**src/rtl/elevator_pkg.sv**
```systemverilog
// Shared state encoding, drive-output bundle and width helper for the elevator scheduler.
package elevator_pkg;

  typedef enum logic [2:0] {
    S_IDLE      = 3'd0,
    S_MOVE_UP   = 3'd1,
    S_MOVE_DOWN = 3'd2,
    S_DOOR_OPEN = 3'd3,
    S_CLOSE     = 3'd4
  } state_t;

  typedef struct packed {
    logic open;
    logic close;
    logic go_up;
    logic go_down;
  } drive_t;

  // Bits needed to hold 0..n-1, never less than one.
  function automatic int floor_width(input int n);
    return (n > 1) ? $clog2(n) : 1;
  endfunction

  function automatic drive_t drive_of(input state_t s);
    drive_t d;
    d = '0;
    case (s)
      S_MOVE_UP:   d.go_up   = 1'b1;
      S_MOVE_DOWN: d.go_down = 1'b1;
      S_DOOR_OPEN: d.open    = 1'b1;
      S_CLOSE:     d.close   = 1'b1;
      default:     d = '0;
    endcase
    return d;
  endfunction

endpackage

```
**src/rtl/elevator_scheduler_if.sv**
```systemverilog
// Button inputs and motor/door drive outputs between the panel side (master) and the scheduler (slave).
interface elevator_scheduler_if #(
  parameter int N_FLOORS = 10
);
  import elevator_pkg::*;
  localparam int FW = floor_width(N_FLOORS);

  logic [N_FLOORS-1:0] button_up;
  logic [N_FLOORS-1:0] button_down;
  logic [N_FLOORS-1:0] button_floor;
  logic                open;
  logic                close;
  logic                go_up;
  logic                go_down;
  logic [FW-1:0]       floor_number;
  logic                dir_up;

  modport master (
    output button_up, button_down, button_floor,
    input  open, close, go_up, go_down, floor_number, dir_up
  );

  modport slave (
    input  button_up, button_down, button_floor,
    output open, close, go_up, go_down, floor_number, dir_up
  );

endinterface

```
**src/rtl/elevator_req_bank.sv**
```systemverilog
// Pending hall/car request registers with door-time clearing, plus the above/below/here
// reductions and next-floor stop decisions relative to the current floor.
module elevator_req_bank import elevator_pkg::*; #(
  parameter int N_FLOORS = 10,
  parameter int FW       = floor_width(N_FLOORS)
) (
  input  logic                clk,
  input  logic                rst,
  input  logic [N_FLOORS-1:0] i_btn_up,
  input  logic [N_FLOORS-1:0] i_btn_dn,
  input  logic [N_FLOORS-1:0] i_btn_car,
  input  logic [FW-1:0]       i_floor,
  input  logic                i_dir_up,
  input  logic                i_door_open,
  output logic                o_here,
  output logic                o_above,
  output logic                o_below,
  output logic                o_stop_up,
  output logic                o_stop_dn,
  output logic                o_reopen
);

  localparam logic [N_FLOORS-1:0] TOP_BIT = {1'b1, {(N_FLOORS-1){1'b0}}};
  localparam logic [N_FLOORS-1:0] BOT_BIT = {{(N_FLOORS-1){1'b0}}, 1'b1};

  logic [N_FLOORS-1:0] r_up, r_dn, r_car;
  logic [N_FLOORS-1:0] w_btn_up, w_btn_dn, w_any, w_sel;
  logic [N_FLOORS-1:0] w_clr_up, w_clr_dn, w_clr_car;
  logic w_above, w_below, w_ahead_up, w_ahead_dn, w_hit_up, w_hit_dn;
  logic w_here_car, w_here_up, w_here_dn, w_press_car, w_press_up, w_press_dn;
  logic w_up_ok, w_dn_ok;
  int   w_f;

  assign w_btn_up = i_btn_up & ~TOP_BIT;
  assign w_btn_dn = i_btn_dn & ~BOT_BIT;
  assign w_any    = r_up | r_dn | r_car;
  assign w_f      = int'(i_floor);

  always_comb begin
    w_above     = 1'b0;
    w_below     = 1'b0;
    w_ahead_up  = 1'b0;
    w_ahead_dn  = 1'b0;
    w_hit_up    = 1'b0;
    w_hit_dn    = 1'b0;
    w_here_car  = 1'b0;
    w_here_up   = 1'b0;
    w_here_dn   = 1'b0;
    w_press_car = 1'b0;
    w_press_up  = 1'b0;
    w_press_dn  = 1'b0;
    w_sel       = '0;
    for (int i = 0; i < N_FLOORS; i++) begin
      if (i > w_f)     w_above    = w_above    | w_any[i];
      if (i < w_f)     w_below    = w_below    | w_any[i];
      if (i > w_f + 1) w_ahead_up = w_ahead_up | w_any[i];
      if (i < w_f - 1) w_ahead_dn = w_ahead_dn | w_any[i];
      if (i == w_f + 1) w_hit_up = r_car[i] | r_up[i];
      if (i == w_f - 1) w_hit_dn = r_car[i] | r_dn[i];
      if (i == w_f) begin
        w_sel[i]    = 1'b1;
        w_here_car  = r_car[i];
        w_here_up   = r_up[i];
        w_here_dn   = r_dn[i];
        w_press_car = i_btn_car[i];
        w_press_up  = w_btn_up[i];
        w_press_dn  = w_btn_dn[i];
      end
    end
  end

  assign w_up_ok = i_dir_up | ~w_above;
  assign w_dn_ok = ~i_dir_up | ~w_below;

  // Only calls the door would actually clear count as "here", so IDLE never
  // reopens the door for a hall call it is deliberately keeping for later.
  assign o_here    = w_here_car | (w_here_up & w_up_ok) | (w_here_dn & w_dn_ok);
  assign o_above   = w_above;
  assign o_below   = w_below;
  assign o_stop_up = w_hit_up | ~w_ahead_up;
  assign o_stop_dn = w_hit_dn | ~w_ahead_dn;
  assign o_reopen  = i_door_open &
                     (w_press_car | (w_press_up & w_up_ok) | (w_press_dn & w_dn_ok));

  assign w_clr_car = i_door_open ? w_sel : '0;
  assign w_clr_up  = w_clr_car & {N_FLOORS{w_up_ok}};
  assign w_clr_dn  = w_clr_car & {N_FLOORS{w_dn_ok}};

  always_ff @(posedge clk or posedge rst) begin
    if (rst) begin
      r_up  <= '0;
      r_dn  <= '0;
      r_car <= '0;
    end else begin
      r_up  <= (r_up  | w_btn_up)  & ~w_clr_up;
      r_dn  <= (r_dn  | w_btn_dn)  & ~w_clr_dn;
      r_car <= (r_car | i_btn_car) & ~w_clr_car;
    end
  end

endmodule

```
**src/rtl/elevator_scheduler.sv**
```systemverilog
// Single-car SCAN elevator controller: FSM, travel and door-dwell counters, registered drives.
module elevator_scheduler import elevator_pkg::*; #(
  parameter int N_FLOORS      = 10,
  parameter int TRAVEL_CYCLES = 16,
  parameter int DOOR_CYCLES   = 8
) (
  input  logic                clk,
  input  logic                rst_n,
  elevator_scheduler_if.slave bus
);

  localparam int FW = floor_width(N_FLOORS);
  localparam int TW = floor_width(TRAVEL_CYCLES);
  localparam int DW = floor_width(DOOR_CYCLES);
  localparam logic [TW-1:0] T_LAST = TW'(TRAVEL_CYCLES - 1);
  localparam logic [DW-1:0] D_LAST = DW'(DOOR_CYCLES - 1);

  state_t        r_state;
  drive_t        r_drv;
  logic [FW-1:0] r_floor;
  logic          r_dir_up;
  logic [TW-1:0] r_tcnt;
  logic [DW-1:0] r_dcnt;

  logic w_here, w_above, w_below, w_stop_up, w_stop_dn, w_reopen;

  elevator_req_bank #(
    .N_FLOORS (N_FLOORS),
    .FW       (FW)
  ) u_req_bank (
    .clk         (clk),
    .rst         (rst_n),
    .i_btn_up    (bus.button_up),
    .i_btn_dn    (bus.button_down),
    .i_btn_car   (bus.button_floor),
    .i_floor     (r_floor),
    .i_dir_up    (r_dir_up),
    .i_door_open (r_state == S_DOOR_OPEN),
    .o_here      (w_here),
    .o_above     (w_above),
    .o_below     (w_below),
    .o_stop_up   (w_stop_up),
    .o_stop_dn   (w_stop_dn),
    .o_reopen    (w_reopen)
  );

  // Drives are loaded together with the state so they are pure register outputs.
  always_ff @(posedge clk or posedge rst_n) begin
    if (rst_n) begin
      r_state  <= S_IDLE;
      r_drv    <= '0;
      r_floor  <= '0;
      r_dir_up <= 1'b0;
      r_tcnt   <= '0;
      r_dcnt   <= '0;
    end else begin
      case (r_state)
        S_IDLE: begin
          if (w_here) begin
            r_state <= S_DOOR_OPEN;
            r_drv   <= drive_of(S_DOOR_OPEN);
            r_dcnt  <= '0;
          end else if (w_above && (r_dir_up || !w_below)) begin
            r_state  <= S_MOVE_UP;
            r_drv    <= drive_of(S_MOVE_UP);
            r_dir_up <= 1'b1;
            r_tcnt   <= '0;
          end else if (w_below) begin
            r_state  <= S_MOVE_DOWN;
            r_drv    <= drive_of(S_MOVE_DOWN);
            r_dir_up <= 1'b0;
            r_tcnt   <= '0;
          end
        end
        S_MOVE_UP: begin
          if (r_tcnt == T_LAST) begin
            r_tcnt  <= '0;
            r_floor <= r_floor + 1'b1;
            if (w_stop_up) begin
              r_state <= S_DOOR_OPEN;
              r_drv   <= drive_of(S_DOOR_OPEN);
              r_dcnt  <= '0;
            end
          end else begin
            r_tcnt <= r_tcnt + 1'b1;
          end
        end
        S_MOVE_DOWN: begin
          if (r_tcnt == T_LAST) begin
            r_tcnt  <= '0;
            r_floor <= r_floor - 1'b1;
            if (w_stop_dn) begin
              r_state <= S_DOOR_OPEN;
              r_drv   <= drive_of(S_DOOR_OPEN);
              r_dcnt  <= '0;
            end
          end else begin
            r_tcnt <= r_tcnt + 1'b1;
          end
        end
        S_DOOR_OPEN: begin
          if (w_reopen) begin
            r_dcnt <= '0;
          end else if (r_dcnt == D_LAST) begin
            r_dcnt  <= '0;
            r_state <= S_CLOSE;
            r_drv   <= drive_of(S_CLOSE);
          end else begin
            r_dcnt <= r_dcnt + 1'b1;
          end
        end
        S_CLOSE: begin
          r_state <= S_IDLE;
          r_drv   <= drive_of(S_IDLE);
        end
        default: begin
          r_state <= S_IDLE;
          r_drv   <= '0;
        end
      endcase
    end
  end

  assign bus.open         = r_drv.open;
  assign bus.close        = r_drv.close;
  assign bus.go_up        = r_drv.go_up;
  assign bus.go_down      = r_drv.go_down;
  assign bus.floor_number = r_floor;
  assign bus.dir_up       = r_dir_up;

  a_drive_excl: assert property (@(posedge clk) disable iff (rst_n)
    $onehot0({r_drv.open, r_drv.go_up, r_drv.go_down}));

endmodule

```
**src/flat_wrapper.sv**
```systemverilog
// flat-port wrapper written by rule: the top's interface ports become plain ports
module elevator_scheduler_flat import elevator_pkg::*;
#(
  parameter int N_FLOORS      = 10,
  parameter int TRAVEL_CYCLES = 16,
  parameter int DOOR_CYCLES   = 8
)
  (clk, rst_n, bus_button_up, bus_button_down, bus_button_floor, bus_open, bus_close, bus_go_up, bus_go_down, bus_floor_number, bus_dir_up);
  elevator_scheduler_if #(.N_FLOORS(N_FLOORS)) bus_i ();
  input  logic clk;
  input  logic rst_n;
  input wire logic [$bits(bus_i.button_up)-1:0] bus_button_up;
  input wire logic [$bits(bus_i.button_down)-1:0] bus_button_down;
  input wire logic [$bits(bus_i.button_floor)-1:0] bus_button_floor;
  output wire logic [$bits(bus_i.open)-1:0] bus_open;
  output wire logic [$bits(bus_i.close)-1:0] bus_close;
  output wire logic [$bits(bus_i.go_up)-1:0] bus_go_up;
  output wire logic [$bits(bus_i.go_down)-1:0] bus_go_down;
  output wire logic [$bits(bus_i.floor_number)-1:0] bus_floor_number;
  output wire logic [$bits(bus_i.dir_up)-1:0] bus_dir_up;
  assign bus_i.button_up = bus_button_up;
  assign bus_i.button_down = bus_button_down;
  assign bus_i.button_floor = bus_button_floor;
  assign bus_open = bus_i.open;
  assign bus_close = bus_i.close;
  assign bus_go_up = bus_i.go_up;
  assign bus_go_down = bus_i.go_down;
  assign bus_floor_number = bus_i.floor_number;
  assign bus_dir_up = bus_i.dir_up;
  elevator_scheduler #(.N_FLOORS(N_FLOORS), .TRAVEL_CYCLES(TRAVEL_CYCLES), .DOOR_CYCLES(DOOR_CYCLES)) u_core (.clk(clk), .rst_n(rst_n), .bus(bus_i));
endmodule
```
**config.mk**
```make
export PLATFORM = sky130hd
export DESIGN_NAME = elevator_scheduler_flat
export DESIGN_NICKNAME = d
export VERILOG_FILES = /design/src/rtl/elevator_pkg.sv /design/src/rtl/elevator_scheduler_if.sv /design/src/rtl/elevator_req_bank.sv /design/src/rtl/elevator_scheduler.sv /design/src/flat_wrapper.sv
export SDC_FILE = /design/constraint.sdc
export NUM_CORES = 1
export LEC_CHECK = 0
export ABC_AREA = 1
export CORE_AREA = 4 4 102 104
export CTS_CLUSTER_SIZE = 28
export DETAILED_ROUTE_END_ITERATION = 8
export DIE_AREA = 0 0 106 108
export GPL_TIMING_DRIVEN = 1
export PLACE_DENSITY = 0.65
export RECOVER_POWER = 25
export REMOVE_ABC_BUFFERS = 1
export SYNTH_ARGS = -nofsm -noshare
export SYNTH_HDL_FRONTEND = slang
export SYNTH_SLANG_ARGS = --single-unit
```
**constraint.sdc**
```tcl
create_clock -name clk -period 3.1 [get_ports clk]
set_input_delay 0.31 -clock clk [delete_from_list [all_inputs] [get_ports clk]]
set_output_delay 0.31 -clock clk [all_outputs]
set_load 0.02 [all_outputs]
```
==> impl_metrics.ini, run 1 <==
[floorplan]
start_util = 0.436
core_area_mm2 = 0.00955
die-area_mm2 = 0.0114
die_y_um = 108
die_w_um = 106
std_cell_rows = 36
num_io_pins = 41

[global_routing]
grtUsageTotal = 0.213
grt_pass1_wl_um = 19500
overflow = 0
antenna_found_initial = 0
grt_pass1_vias = 4062
grt_max_degree = 49

[logic_synthesis]
synth_mux_area_frac = 0
synthAdderAreaFrac = 0.0469
ys_types = 49
synth_area_per_cell_um2 = 6.68
synth-edff-count = 0
synth_flop_cell = dfrtp_1
yosysTopAreaCell = dfrtp_1
ys_seq_area_frac = 0.289
synthMostInstantiatedCell = nand2_1
syn_area_mm2 = 0.00416
synth_compound_area_frac = 0.148
synth_simple_gate_area_share = 0.389
synth_top_family_by_area = simple AND/OR/NAND/NOR gates
yosys.area_share.xor_xnor = 0.0129
synth_cells = 623
synth_async_sr_flop_share = 1.00
synth_warnings = 0
synth_area_leaders = dfrtp_1 (29%), nand2_1 (13%), inv_1 (8.5%), nand3_1 (6.5%), nor2_1 (6.2%)
synthTopCellsByCount = nand2_1 (145), inv_1 (94), nor2_1 (69), nand3_1 (54), dfrtp_1 (48)
synth.top_cell.area_share = 0.289
ys_seq_elements = 48

[power]
powerDensity_mw_per_mm2 = 1130
peakVddDrop_mv = 0.434
p_leak_nw = 2.43

[route]
drc_errors = 0
vias = 4222
vias_per_cell = 5.21
post_drt_wl_per_cell_um = 14.6
drtPass1Iterations = 5
finalWirelength_um = 11800
dr.first_iter.drc_count = 302
ant_nets = 0

[worst_setup_path]
critPathKind = flop to flop
max_stage_delay_ns = 0.44
arrival_ns = 3.09
critPathTopFamily = simple AND/OR/NAND/NOR gates
required_ns = 3.30
endpoint_kind = flop
cp_num_buf_inv = 3
critPathMaxFanout = 10
path_cells = inv_4, buf_8, ha_1, buf_4, nand3_1, nand3_1, nand2_1, nand2_1, nand2_1, nand2_1, nand2_1, nand2_1, nand2_1, nand3_1, nand2_1, nand2_2, a21oi_2, nor3_1, nand2_2, nand2_1, nand2_1
path_common_cell = nand2_1
cp_slowest_cell = dfrtp_1
cp-start-kind = flop

[place]
port_buffers = 38
post-place-ws_ns = 0.198
globalplace.congestion = 0.900
hpwl_um = 9300

[timing]
skew_ns = 0.00964
final_max_slew_viol_count = 49
period_minus_slack_ns = 2.89
tightestPinTransition_ns = 1.86
min_period_over_period = 0.932
max_freq_mhz = 346
setup_slack_ns = 0.211
fin_tns_setup_ns = 0
relSlewSlack = -0.243
hold_viol = 0
rsz0062_at_grt = no
setup_viol = 0

[layout]
area_growth_pct = 17.8
register_area_mm2 = 0.00120
antenna_cells = 0
drive_gt1_frac = 0.130
multiInputGateArea_mm2 = 0.00250
fin_util = 0.513
nNetsFinal = 724
n_fill_cell = 980

[clock_tree]
cts.path.max_buffers = 2
clock_latency_ns = 0.31
cts_buffers = 5
cts_hold_buf = 0
tritoncts = done
h-tree-depth = 2
cts.clk_slew.worst_paths_ns = 0.10
clockRootBuffer = clkbuf_8
clock_sinks = 48

[run_status]
failed_checks = capacitance limit, slew limit
status = finished with violations

[run]
maxCapViolCount = 1

[worst_hold_path]
hold_class = flop to flop
## cell type report
type	count	share of cell area
clock buffer	5	0.0140
inverter	103	0.0799
timing repair buffer	58	0.113
sequential	48	0.245
tap	133	0.0340
multi-input combinational	461	0.511
clock inverter	2	0.00255
## registers in the layout, summed over array words and instances (netlist names)
name and flops:
u_core.bus.close 1, u_core.bus.go_down 1, u_core.u_req_bank.r_car 10, u_core.u_req_bank.r_up 10, u_core.bus.floor_number 4, u_core.bus.open 1, u_core.u_req_bank.r_dn 10, u_core.bus.dir_up 1
u_core.r_dcnt 3, u_core.bus.go_up 1, u_core.r_tcnt 4, u_core.r_state 2
## per-stage QoR
step / cell area, µm² / std cells / hold slack [ns] / power [W]
finish: 4900 / 810 / 0.483 / 0.00554
global route: 4900 / 810 / 0.522 / 0.00606
CTS: 4840 / 808 / 0.488 / 0.00545
detailed placement: 4750 / 801 / 0.465 / 0.00505
global placement: 4750 / 801 / 0.459 / 0.00503
floorplan: 4070 / 612 / 0.446 / 0.00383
## path summary, 6_finish.rpt
| path | start | to | slack, ns | cells after the start |
|---|---|---|---|---|
| max reg2reg | u_core.bus.floor_number[0]$_DFFE_PP0P_ | u_core.r_dcnt[1]$_DFFE_PP0P_ | 0.21 | 21 |
| min | u_core.bus.open$_DFFE_PP0P_ | u_core.bus.open$_DFFE_PP0P_ | 0.48 | 2 |
| max in group asynchronous | rst_n | u_core.bus.floor_number[2]$_DFFE_PP0P_ | 0.86 | 2 |
| min reg2reg | u_core.bus.open$_DFFE_PP0P_ | u_core.bus.open$_DFFE_PP0P_ | 0.48 | 2 |
| min in group asynchronous | rst_n | u_core.u_req_bank.r_car[8]$_DFF_PP0_ | 1.03 | 2 |
| max | u_core.bus.floor_number[0]$_DFFE_PP0P_ | u_core.r_dcnt[1]$_DFFE_PP0P_ | 0.21 | 21 |
## where the power goes
| part | leakage [nW] | switching [W] | total (W) | internal, W |
|---|---|---|---|---|
| sequential | 0.509 | 0.000164 | 0.000940 | 0.000776 |
| combinational | 1.89 | 0.00275 | 0.00422 | 0.00147 |
| clock | 0.0400 | 0.000225 | 0.000379 | 0.000154 |
| total | 2.43 | 0.00313 | 0.00554 | 0.00240 |
## cells in the final DEF (no fill, tap or decap), types with 2 or more instances in the layout
| cell | netlist | routed |
|---|---|---|
| o21ai_0 | 29 | 29 |
| inv_2 | 7 | 6 |
| nor2_2 | 10 | 10 |
| nand3_2 | 3 | 3 |
| nand4_1 | 16 | 16 |
| ha_2 | 0 | 3 |
| inv_4 | 1 | 2 |
| o21ai_2 | 3 | 3 |
| ha_1 | 14 | 10 |
| nor2_4 | 6 | 6 |
| buf_4 | 0 | 17 |
| or2_2 | 3 | 3 |
| o211ai_1 | 8 | 8 |
| nor2_8 | 2 | 2 |
| nor2_1 | 69 | 69 |
| nand3b_1 | 5 | 5 |
| nand2_4 | 5 | 5 |
| clkdlybuf4s50_1 | 0 | 37 |
| inv_1 | 94 | 94 |
| a22oi_1 | 7 | 7 |
| nand2_2 | 10 | 10 |
| nand3_1 | 54 | 54 |
| nor3_1 | 9 | 9 |
| o21ai_1 | 3 | 3 |
| o31ai_1 | 2 | 2 |
| clkbuf_8 | 0 | 5 |
| dfrtp_1 | 48 | 47 |
| a21oi_2 | 2 | 2 |
| a21oi_1 | 38 | 38 |
| nand2_1 | 145 | 145 |
| xor2_1 | 2 | 2 |
## logic make-up (layout without fill, tap and decap cells)
| kind of cell | after synthesis | after routing |
|---|---|---|
| adders and majority gates | 15 | 15 |
| xor gates and xnor gates | 4 | 4 |
| AOI/OAI and AO/OA | 102 | 102 |
| DFF | 48 | 48 |
| buffers and inverters | 114 | 168 |
| and+or+nand+nor | 340 | 340 |
## layer usage
| layer | track usage | vias up | wire (µm) |
|---|---|---|---|
| met5 | 0 | - | 0 |
| met4 | 0.0574 | 0 | 208 |
| met3 | 0.0299 | 16 | 648 |
| met2 | 0.355 | 124 | 5430 |
| met1 | 0.292 | 1955 | 5550 |
| li1 | - | 2127 | - |
## worst min-delay path, cell delays in order, from the launching register on
cell and delay (ns):
dfrtp_1 0.36, nand2_1 0.05, nand2_1 0.04
## what timing repair did
item,CTS,global route
setup buffers,0,2
endpoints found under the hold margin,0,0
resized for setup,0,13
setup endpoints to repair,0,13
No activity file was read; power rests on OpenSTA's default activity.
==> run 2, diff against run 1 <==
CORE_AREA = 4 4 97 99   (was 4 4 102 104)
CTS_CLUSTER_SIZE = 20   (was 28)
DIE_AREA = 0 0 101 103   (was 0 0 106 108)
PLACE_DENSITY = 0.71   (was 0.65)
==> run 2 against run 1 <==
Compared with the run above:
- the flow still finishes with violations (capacitance limit, slew limit)
- worst setup slack improved by 0.017 ns
- fmax up 0.60%
- flip-flop and latch count unchanged
- clock power up 52%
- power increased by 3.3%
- first-iteration DRC count fell by 5.3%
- cell area is 0.74% lower
- utilization up 5.6 points
- global-route usage up 2.3 points
- combinational power barely moved
- sequential power fell by 0.5%
- die area is 9.1% lower
- critical path type unchanged
- largest cell class unchanged
- largest power group unchanged
- highest routed layer unchanged
==> impl_metrics.ini, run 2 (synthesis gave the netlist of run 1 again) <==
[timing]
tightestPinTransition_ns = 1.89
setup_viol = 0
final_max_slew_viol_count = 49
min_period_over_period = 0.926
hold_viol = 0
setup_slack_ns = 0.229
skew_ns = 0.0132
max_freq_mhz = 348
period_minus_slack_ns = 2.87
relSlewSlack = -0.262

[route]
finalWirelength_um = 11900
vias_per_cell = 5.48
drc_errors = 0
drtPass1Iterations = 5
vias = 4283
dr.first_iter.drc_count = 286
ant_nets = 0
post_drt_wl_per_cell_um = 15.2

[global_routing]
grt_pass1_vias = 4029
overflow = 0
grt_pass1_wl_um = 19700
grt_max_degree = 49
grtUsageTotal = 0.236
antenna_found_initial = 0

[layout]
final_common_cell = nand2_1
drive_gt1_frac = 0.126
antenna_cells = 0
design_area_mm2 = 0.00486
nNetsFinal = 720
fin_cells = 782
final_cell_mix = nand2_1 (145), inv_1 (94), nor2_1 (69)
area_growth_pct = 16.9
reg.largest.list = u_core.u_req_bank.r_car: 10 flops, u_core.u_req_bank.r_dn: 10 flops, u_core.u_req_bank.r_up: 10 flops

[place]
hpwl_um = 9270
dpl-instance-area_mm2 = 0.00469
post-place-ws_ns = 0.120
globalplace.congestion = 1.01
dp.cells = 772
port_buffers = 38

[worst_setup_path]
required_ns = 3.35
arrival_ns = 3.12
max_stage_delay_ns = 0.41
endpoint_kind = flop
cp-start-kind = flop
critPathMaxFanout = 12
path_common_cell = nand2_1
cp_slowest_cell = dfrtp_1
path_cells = inv_2, buf_4, ha_2, nand2_2, nand2_1, nand2_1, nand2_1, nand2_1, inv_1, nand3_2, nand2_4, nand3_1, nand2_1, nand2_1, nand2_1, nand2_1, nand2_1, nand2_2, nor2_2, nor2_4, nand2_4, nand2_1, nand2_1
critPathKind = flop to flop

[power]
powerDensity_mw_per_mm2 = 1180
peakVddDrop_mv = 0.494
p_leak_nw = 2.44

[run]
maxCapViolCount = 1

[floorplan]
die_y_um = 103
die_w_um = 101
core_area_mm2 = 0.00855
start_util = 0.486
num_io_pins = 41
die-area_mm2 = 0.0104
std_cell_rows = 34

[clock_tree]
cts.path.max_buffers = 2
cts_buffers = 5
clock_latency_ns = 0.31
clockRootBuffer = clkbuf_8
tritoncts = done
clock_sinks = 48
cts_hold_buf = 0
h-tree-depth = 2
cts.clk_slew.worst_paths_ns = 0.11

[worst_hold_path]
hold_class = flop to flop

[run_status]
status = finished with violations
failed_checks = capacitance limit, slew limit
## run 2: what timing repair did
action,4_1_cts,5_1_grt
endpoints found under the hold margin,0,0
endpoints found under the setup margin,0,14
setup buffers,0,2
resized for setup,0,6
## run 2: power by group
group          internal, W  switching (W)  leakage (nW)
combinational      0.00144        0.00277          1.86
clock             0.000325       0.000250        0.0687
sequential        0.000776       0.000159         0.509
total              0.00254        0.00318          2.44
## run 2: area by class of cell
cell class	count	area, µm²
Inverter	103	389
Clock inverter	3	68.8
Clock buffer	5	68.8
Sequential cell	48	1200
Tap cell	108	135
Timing Repair Buffer	54	500
Multi-Input combinational cell	461	2500
Fill cell	852	3690
## run 2: worst paths after layout
check                                                  startpoint                                endpoint  slack (ns)  cells past startpoint
setup / recovery           u_core.bus.floor_number[0]$_DFFE_PP0P_           u_core.r_state[0]$_DFFE_PP0P_        0.23                     23
hold / removal                     u_core.bus.go_down$_DFFE_PP0P_          u_core.bus.go_down$_DFFE_PP0P_        0.48                      2
setup reg to reg           u_core.bus.floor_number[0]$_DFFE_PP0P_           u_core.r_state[0]$_DFFE_PP0P_        0.23                     23
hold reg to reg                    u_core.bus.go_down$_DFFE_PP0P_          u_core.bus.go_down$_DFFE_PP0P_        0.48                      2
max in group asynchronous                                   rst_n  u_core.bus.floor_number[2]$_DFFE_PP0P_        0.82                      2
min in group asynchronous                                   rst_n    u_core.u_req_bank.r_car[8]$_DFF_PP0_        1.04                      2
## run 2: metrics by stage
stage	hold slack [ns]	power [W]	utilization	TNS [ns]
final	0.476	0.00572	0.569	0
after global routing	0.504	0.00620	0.569	-0.00346
after CTS	0.481	0.00561	0.565	0
after detailed placement	0.458	0.00502	0.549	0
after global placement	0.457	0.00494	0.549	0
after floorplan	0.446	0.00383	-	-0.549
## run 2: per-layer routing
layer  track usage  part of all wire  routed length, µm  vias up
met5             0                 0                  0        -
met4        0.0593             0.015                178        0
met3        0.0311             0.062                741       18
met2         0.373              0.46               5420      150
met1         0.343              0.47               5560     1993
li1              -                 -                  -     2122
## run 2: worst max-delay path, delay by kind of cell (launching register included)
family	cells	cell delay, ns
fa+ha+maj	1	0.31
buf+inv	3	0.35
simple gates	19	1.73
flops	1	0.41
==> run 3, diff against run 2 <==
DONT_BUFFER_PORTS = 1   (was default)
PLACE_DENSITY = 0.65   (was 0.71)
==> run 3 against run 2 <==
Compared with the run above:
- the run still ends with capacitance limit, slew limit left
- cell area shrank 6.9%
- routed wire length is 4.3% lower
- register-to-register slack worse by 0.06 ns
- worst hold slack got worse by 0.33 ns
- largest cell class unchanged
==> impl_metrics.ini, run 3 (synthesis gave the netlist of run 1 again) <==
[timing]
setup_slack_ns = 0.169
relSlewSlack = -0.232
final_max_slew_viol_count = 49
period_minus_slack_ns = 2.93
min_period_over_period = 0.945
tightestPinTransition_ns = 1.85
hold_viol = 0
setup_viol = 0
skew_ns = 0.00698
holdWs_ns = 0.144
max_freq_mhz = 341

[worst_setup_path]
cp_slowest_cell = dfrtp_2
reg2reg_from = u_core.bus.floor_number[0]$_DFFE_PP0P_
path_common_cell = nand2_1
path_cells = inv_4, buf_6, ha_1, nand2_4, nand2_1, nand2_1, nand2_1, nand2_1, o21ai_2, buf_4, a21oi_1, nand2_1, nand2_1, nand2_1, nand2_2, nor2_2, nor2_4, nand2_4, nand2_1, nand2_1
required_ns = 3.34
critPathKind = flop to flop
arrival_ns = 3.17
worstSetupStartpoint = u_core.bus.floor_number[0]$_DFFE_PP0P_
cp-start-kind = flop
crit_end = u_core.bus.go_down$_DFFE_PP0P_
r2r-end = u_core.bus.go_down$_DFFE_PP0P_
r2r_cells = 20
max_stage_delay_ns = 0.45
critPathMaxFanout = 10
rrSetupSlack_ns = 0.17
endpoint_kind = flop

[place]
hpwl_um = 8920
port_buffers = 0
post-place-ws_ns = 0.231
dpl-instance-area_mm2 = 0.00438
globalplace.congestion = 0.942

[global_routing]
grt_pass1_vias = 3902
overflow = 0
grtUsageTotal = 0.231
grt_max_degree = 49
antenna_found_initial = 0
grt_pass1_wl_um = 19100

[route]
dr.first_iter.drc_count = 271
vias_per_cell = 5.47
vias = 4106
ant_nets = 0
drtPass1Iterations = 5
post_drt_wl_per_cell_um = 15.2
drc_errors = 0
finalWirelength_um = 11400

[layout]
drive_gt1_frac = 0.140
design_area_mm2 = 0.00452
register_area_mm2 = 0.00120
area_growth_pct = 8.78
antenna_cells = 0
final_cell_mix = nand2_1 (145), inv_1 (94), nor2_1 (69)
final_common_cell = nand2_1
multiInputGateArea_mm2 = 0.00250
nNetsFinal = 689
reg.largest.list = u_core.u_req_bank.r_car: 10 flops, u_core.u_req_bank.r_dn: 10 flops, u_core.u_req_bank.r_up: 10 flops
n_fill_cell = 892

[floorplan]
die_w_um = 101
core_area_mm2 = 0.00855
die_y_um = 103
die-area_mm2 = 0.0104
num_io_pins = 41
start_util = 0.486
std_cell_rows = 34

[worst_hold_path]
hold_class = primary input to flop

[power]
swShare = 0.571
power_w = 0.00550
p_leak_nw = 2.31
peakVddDrop_mv = 0.482
pwr-share-seq = 0.175
power_switching_w = 0.00314
powerDensity_mw_per_mm2 = 1220
clkPwrFrac = 0.072
p_int_w = 0.00236
p_comb_frac = 0.753

[clock_tree]
cts.clk_slew.worst_paths_ns = 0.09
cts_buffers = 5
h-tree-depth = 2
clock_latency_ns = 0.30
post_cts_buffers = 0
cts.path.max_buffers = 2
tritoncts = done
clockRootBuffer = clkbuf_8
clock_sinks = 48

[run_status]
failed_checks = capacitance limit, slew limit
status = finished with violations

[run]
maxCapViolCount = 1
[run 3: changes by cell type in the layout (fill, tap and decap cells not counted), moves of 2 or more]
cell	change
clkdlybuf4s50_1	-37
buf_4	+3
buf_6	+3
bufinv_16	-2
ha_2	-2
[run 3: per-stage QoR]
| stage | utilization | setup TNS (ns) | instances |
|---|---|---|---|
| finish | 0.529 | 0 | 751 |
| global route | 0.529 | -0.000353 | 751 |
| CTS | 0.523 | 0 | 751 |
| detailed placement | 0.512 | 0 | 743 |
| global placement | 0.512 | 0 | 743 |
| floorplan | - | -0.549 | 612 |
[run 3: worst min path at each step]
stage                     cells after the start                                   end                    startpoint
after floorplan                               2          u_core.r_dcnt[1]$_DFFE_PP0P_  u_core.r_dcnt[1]$_DFFE_PP0P_
after global placement                        2  u_core.u_req_bank.r_car[0]$_DFF_PP0_           bus_button_floor[0]
after detailed placement                      2  u_core.u_req_bank.r_car[0]$_DFF_PP0_           bus_button_floor[0]
after CTS                                     2  u_core.u_req_bank.r_car[3]$_DFF_PP0_           bus_button_floor[3]
after global routing                          2  u_core.u_req_bank.r_car[8]$_DFF_PP0_           bus_button_floor[8]
final                                         2  u_core.u_req_bank.r_car[8]$_DFF_PP0_           bus_button_floor[8]
[run 3: critical path: cells and delay by family, from the launching register on]
family / cells / cell delay (ns)
and+or+nand+nor: 14 / 1.16
DFF: 1 / 0.45
buffers and inverters: 3 / 0.51
AOI/OAI and AO/OA: 2 / 0.35
adders and majority gates: 1 / 0.42
[run 3: metal layers]
metal	part of all wire	global-route usage
met2	0.45	0.362
met3	0.058	0.0352
met4	0.0094	0.0501
met1	0.48	0.338
met5	0	0
[run 3: area by class of cell]
class / instances / share of cell area
multi-input combinational: 461 / 0.554
sequential: 48 / 0.266
inverter: 103 / 0.0866
timing repair buffer: 23 / 0.0434
tap: 108 / 0.0299
clock buffer: 7 / 0.0191
clock inverter: 1 / 0.00166
[run 3: power by group through the flow]
stage                     clock [W]  sequential, W  combinational, W
after floorplan                   0        0.00103           0.00279
after global placement            0       0.000963           0.00400
after detailed placement          0       0.000966           0.00403
after CTS                  0.000412       0.000955           0.00405
after global routing       0.000448       0.000982           0.00462
final                      0.000394       0.000964           0.00414
[run 3: timing repair]
| item | CTS | global route |
|---|---|---|
| endpoints found under the setup margin | 0 | 14 |
| hold buffers | 0 | 0 |
| resized for setup | 0 | 13 |
